### config.mk
export PLATFORM = sky130hd
export DESIGN_NAME = restoring_divider_4_bit
export DESIGN_NICKNAME = d
export VERILOG_FILES = /design/src/rtl/restoring_divider_4_bit.sv
export SDC_FILE = /design/constraint.sdc
export NUM_CORES = 1
export LEC_CHECK = 0
export ABC_AREA = 0
export CAP_MARGIN = 20
export CORE_MARGIN = 4
export CORE_UTILIZATION = 36
export DETAILED_ROUTE_END_ITERATION = 7
export GPL_TIMING_DRIVEN = 0
export PLACE_DENSITY = 0.7
export SLEW_MARGIN = 20
export SYNTH_ARGS = -nofsm -noshare
export SYNTH_HDL_FRONTEND = slang
export SYNTH_SLANG_ARGS = --single-unit
### constraint.sdc
create_clock -name clk -period 1.9 [get_ports clk]
set_input_delay 0.38 -clock clk [delete_from_list [all_inputs] [get_ports clk]]
set_output_delay 0.38 -clock clk [all_outputs]
set_load 0.005 [all_outputs]
### src/rtl/restoring_divider_4_bit.sv
// Sequential restoring divider: one quotient bit per clock, shift-subtract on a
// WIDTH+1 bit partial remainder, with a start/busy/done handshake.
module restoring_divider_4_bit #(
  parameter int WIDTH = 4
) (
  input  logic             clk,
  input  logic             rst,
  input  logic             start,
  input  logic [WIDTH-1:0] dividend,
  input  logic [WIDTH-1:0] divisor,
  output logic             busy,
  output logic             done,
  output logic [WIDTH-1:0] quotient,
  output logic [WIDTH-1:0] remainder,
  output logic             div_by_zero
);

  localparam int CW = $clog2(WIDTH + 1);

  typedef enum logic [1:0] {S_IDLE, S_RUN, S_DONE} state_t;

  state_t           state_q, state_d;
  logic [WIDTH:0]   a_q, a_d;
  logic [WIDTH-1:0] q_q, q_d;
  logic [WIDTH-1:0] m_q, m_d;
  logic [CW-1:0]    count_q, count_d;
  logic             busy_q, busy_d;
  logic             done_q, done_d;
  logic             dz_q, dz_d;
  logic [WIDTH-1:0] quot_q, quot_d;
  logic [WIDTH-1:0] rem_q, rem_d;

  logic [WIDTH:0]   m_ext, m_inv, a_sh, t, a_new;
  logic [WIDTH-1:0] q_new;

  // Subtraction reuses the adder: A - M = A + ~M + 1 at WIDTH+1 bits.
  assign m_ext = {1'b0, m_q};
  generate
    for (genvar gi = 0; gi <= WIDTH; gi++) begin : g_inv
      assign m_inv[gi] = ~m_ext[gi];
    end
  endgenerate

  assign a_sh  = {a_q[WIDTH-1:0], q_q[WIDTH-1]};
  assign t     = a_sh + m_inv + {{WIDTH{1'b0}}, 1'b1};
  // A negative trial result restores the shifted value and yields a 0 bit.
  assign a_new = t[WIDTH] ? a_sh : t;
  assign q_new = {q_q[WIDTH-2:0], ~t[WIDTH]};

  always_comb begin
    state_d = state_q;
    a_d     = a_q;
    q_d     = q_q;
    m_d     = m_q;
    count_d = count_q;
    busy_d  = 1'b0;
    done_d  = 1'b0;
    dz_d    = dz_q;
    quot_d  = quot_q;
    rem_d   = rem_q;
    case (state_q)
      S_IDLE, S_DONE: begin
        if (start) begin
          if (divisor != '0) begin
            m_d     = divisor;
            q_d     = dividend;
            a_d     = '0;
            count_d = CW'(WIDTH);
            busy_d  = 1'b1;
            state_d = S_RUN;
          end else begin
            quot_d  = '1;
            rem_d   = dividend;
            dz_d    = 1'b1;
            done_d  = 1'b1;
            state_d = S_DONE;
          end
        end else begin
          state_d = S_IDLE;
        end
      end
      S_RUN: begin
        a_d     = a_new;
        q_d     = q_new;
        count_d = count_q - CW'(1);
        if (count_q == CW'(1)) begin
          quot_d  = q_new;
          rem_d   = a_new[WIDTH-1:0];
          dz_d    = 1'b0;
          done_d  = 1'b1;
          state_d = S_DONE;
        end else begin
          busy_d = 1'b1;
        end
      end
      default: state_d = S_IDLE;
    endcase
  end

  always_ff @(posedge clk or posedge rst) begin
    if (rst) begin
      state_q <= S_IDLE;
      a_q     <= '0;
      q_q     <= '0;
      m_q     <= '0;
      count_q <= '0;
      busy_q  <= 1'b0;
      done_q  <= 1'b0;
      dz_q    <= 1'b0;
      quot_q  <= '0;
      rem_q   <= '0;
    end else begin
      state_q <= state_d;
      a_q     <= a_d;
      q_q     <= q_d;
      m_q     <= m_d;
      count_q <= count_d;
      busy_q  <= busy_d;
      done_q  <= done_d;
      dz_q    <= dz_d;
      quot_q  <= quot_d;
      rem_q   <= rem_d;
    end
  end

  assign busy        = busy_q;
  assign done        = done_q;
  assign quotient    = quot_q;
  assign remainder   = rem_q;
  assign div_by_zero = dz_q;

endmodule

==> impl_metrics.csv <==
group,metric,value,unit
drt,total_via_count_in_the_routed_design,1194,
power,cellLeakagePower,0.851,nW
global_routing,pin_count_of_the_biggest_net_entering_global_routing,29,
drt,detail_route.first_pass.iterations,4,
critical_path,cp.arrival,2.17,ns
place,numPlacedInstances,222,
clocking,tritoncts_clock_tree,"done",
place,placer_congestion_estimate,0.781,
global_routing,initial_antenna_violation_count,0,
logic_synthesis,async_reset_ff_frac,1.00,
job,max_cap_viol_count,0,
critical_path,required,2.07,ns
timing,report.final.hold_viol_count,0,
logic_synthesis,ys_dominant_reg_cell,"sky130_fd_sc_hd__dfrtp_1",
finish,nNetsFinal,202,
die,die_area,5280,um^2
logic_synthesis,ys_top_cells_by_count,"sky130_fd_sc_hd__dfrtp_1, sky130_fd_sc_hd__nand2_1, sky130_fd_sc_hd__nor2_1, sky130_fd_sc_hd__o21ai_0, sky130_fd_sc_hd__inv_1",
clocking,cts_buffers,3,
critical_path,critPathMaxFanout,5,
logic_synthesis,synth.yosys.warnings,0,
timing,report.final.slew_viol_count,0,
min_path,hold_class,"input pin to async pin",
critical_path,timing.setup.critical_path_class,"flip-flop to flip-flop",
logic_synthesis,postSynthNetCount,169,
critical_path,crit_path_end_kind,"flip-flop",
logic_synthesis,yosysTopAreaCellShare,0.466,
finish,non_filler_cells_final,233,
clocking,clock_path_buffers,2,
logic_synthesis,synth_most_common_cell,"sky130_fd_sc_hd__dfrtp_1",
finish,layout-drive-gt1-share,0.224,
global_routing,grt_util_all_layers,0.147,
timing,finalCritPeriodShare,1.05,
logic_synthesis,syn_avg_cell_area,9.97,um^2
clocking,htreeDepth,1,
place,detailedPlacementHpwl,2440,um
logic_synthesis,yosys_register_bits,28,
place,detailed_place.area,1800,um^2
finish,area.growth.synth_to_final,33.0,%
logic_synthesis,synth-seq-area-share,0.466,
die,initial_core_util,0.374,
place,portBuffers,21,
drt,detail_route.vias_per_cell,5.12,
die,die_h,72.7,um
timing,clock_skew,0.00352,ns
logic_synthesis,synth_top_area_cell,"sky130_fd_sc_hd__dfrtp_1",
clocking,clk_lat_worst_skew,0.28,ns
timing,finalSetupViolCount,7,
timing,maximum_clock_rate,0.500,GHz
clocking,ctsRootBufferMaster,"sky130_fd_sc_hd__clkbuf_8",
die,core,4030,um^2
drt,detail_route.iter0.violations,33,
finish,layout.cell_area.non_filler,2000,um^2
critical_path,crit_path_start_kind,"flip-flop",
timing,setup_repair_after_global_routing_missed_its_margin,"yes",
timing,final.setup.worst_slack,-0.0981,ns
logic_synthesis,cells_after_synth,151,
timing,maxSlewHeadroom,0.603,
drt,wl,3480,um
die,core.rowCount,23,
drt,routed_wire_length_per_instance,14.9,um
drt,remaining_drc_errors,0,
outcome,outcome,"finished, violations left",
clocking,tritoncts_num_sinks,28,
timing,worst_slew_pin_slew,0.595,ns
die,dieWidth,72.7,um
logic_synthesis,synth_cell_type_count,43,
outcome,failed_checks,"setup timing",
drt,drt.antenna.violating_nets,0,
power,irDropWorstVdd,832,uV
clocking,clk_transition_reported_paths,0.10,ns
power,power_density,2060,nW/um^2
timing,timing.final.crit_period,2.00,ns
finish,antenna-diode-count,0,
logic_synthesis,post_synth_instance_area,1510,um^2
logic_synthesis,number_of_synthesized_flops_with_an_enable_pin,0,
global_routing,grt_pass1_wl,6070,um
finish,filler_cell_count,389,
logic_synthesis,synth_top_cells_by_area,"sky130_fd_sc_hd__dfrtp_1, sky130_fd_sc_hd__nand2_1, sky130_fd_sc_hd__ha_1, sky130_fd_sc_hd__o21ai_0, sky130_fd_sc_hd__nor2_1",
global_routing,globalRouteOverflowTotal,0,
global_routing,grt_pass1_vias,1270,
die,boundaryPins,22,
==> power breakdown <==
part           switching [mW]  internal (mW)
registers               0.221          0.888
clock network           0.200          0.283
logic                    1.24           1.30
==> path summary, 6_finish.rpt <==
kind | from | endpoint | slack, ns | cells after the start
setup / recovery | q_q[3]$_DFFE_PP0P_ | remainder[3]$_DFFE_PP0P_ | -0.1 | 9
hold / removal | rst | quotient[2]$_DFFE_PP0P_ | 0.47 | 2
setup reg to reg | q_q[3]$_DFFE_PP0P_ | remainder[3]$_DFFE_PP0P_ | -0.1 | 9
hold reg to reg | quotient[2]$_DFFE_PP0P_ | quotient[2]$_DFFE_PP0P_ | 0.50 | 1
max in group asynchronous | rst | count_q[0]$_DFFE_PP0P_ | 1.04 | 2
min in group clk | quotient[2]$_DFFE_PP0P_ | quotient[2]$_DFFE_PP0P_ | 0.50 | 1
==> flip-flops by register name, indices dropped and copies added, names as in the netlist <==
signal,flops
div_by_zero,1
m_q,4
count_q,3
busy,1
a_q,4
state_q,2
done,1
q_q,4
quotient,4
remainder,4
==> layout by cell type (no fill, tap or decap), types with 3 or more instances in the layout <==
cell type | Yosys | final
sky130_fd_sc_hd__ha_1 | 6 | 5
sky130_fd_sc_hd__a31oi_1 | 5 | 4
sky130_fd_sc_hd__buf_4 | 0 | 5
sky130_fd_sc_hd__clkdlybuf4s50_1 | 0 | 21
sky130_fd_sc_hd__clkbuf_8 | 0 | 3
sky130_fd_sc_hd__o21ai_0 | 11 | 11
sky130_fd_sc_hd__dfrtp_1 | 28 | 28
sky130_fd_sc_hd__nand3_1 | 3 | 3
sky130_fd_sc_hd__a21oi_1 | 7 | 6
sky130_fd_sc_hd__nand2_1 | 21 | 21
sky130_fd_sc_hd__nor2_1 | 13 | 11
sky130_fd_sc_hd__o22a_1 | 3 | 3
sky130_fd_sc_hd__buf_6 | 3 | 5
sky130_fd_sc_hd__inv_1 | 9 | 7
==> critical path: stages (launching register included) <==
cell	delay, ns
sky130_fd_sc_hd__dfrtp_1	0.39
sky130_fd_sc_hd__inv_2	0.06
sky130_fd_sc_hd__ha_4	0.16
sky130_fd_sc_hd__fa_2	0.33
sky130_fd_sc_hd__nand2b_4	0.16
sky130_fd_sc_hd__a21oi_4	0.22
sky130_fd_sc_hd__buf_6	0.15
sky130_fd_sc_hd__xor2_4	0.18
sky130_fd_sc_hd__nand2b_4	0.16
sky130_fd_sc_hd__a31oi_2	0.08
==> per-layer routing <==
metal	global-route usage	vias up	wire length [um]
met1	0.208	579	1700
met4	0.0328	0	18
met3	0.0317	2	139
li1	-	591	-
met5	0	-	0
met2	0.232	22	1620
==> timing repair <==
| item | in CTS | in global routing |
|---|---|---|
| endpoints found under the setup margin | 9 | 10 |
| buffers inserted | 4 | 3 |
| pin swaps | 6 | 3 |
| hold buffers | 0 | 0 |
| gates resized for setup | 9 | 7 |
==> per-stage QoR <==
stage                     hold WS [ns]  setup WS [ns]  total power [mW]  setup TNS, ns   util
after floorplan                  0.445        -0.0229              2.55        -0.0229      -
after global placement           0.481         -0.182              3.09          -2.37  0.447
after detailed placement         0.484         -0.226              3.15          -2.69  0.447
after CTS                        0.513        -0.0786              3.96         -0.291  0.484
after global routing             0.530         -0.203              4.47          -1.12  0.497
final                            0.471        -0.0981              4.13         -0.354  0.497
==> cell type report <==
type	count	area, um^2	area share
well taps	50	62.6	0.0313
multi-input cells	108	817	0.408
repair buffers	28	270	0.135
flip-flops and latches	28	701	0.350
clock inverters	1	30.0	0.0150
inverters	9	33.8	0.0169
clock buffers	3	41.3	0.0206
plain buffers	6	46.3	0.0231
==> kinds of logic (layout without fill, tap and decap cells) <==
group           count (synthesis)  in the layout  synth area share
simple gates                   60             60             0.219
fa+ha+maj                       7              7            0.0632
flops                          28             28             0.466
mux                             1              1           0.00665
compound gates                 37             37             0.175
xor+xnor                        3              3            0.0175
buf+inv                        15             47            0.0532
Power figures use the tool's default switching activity.
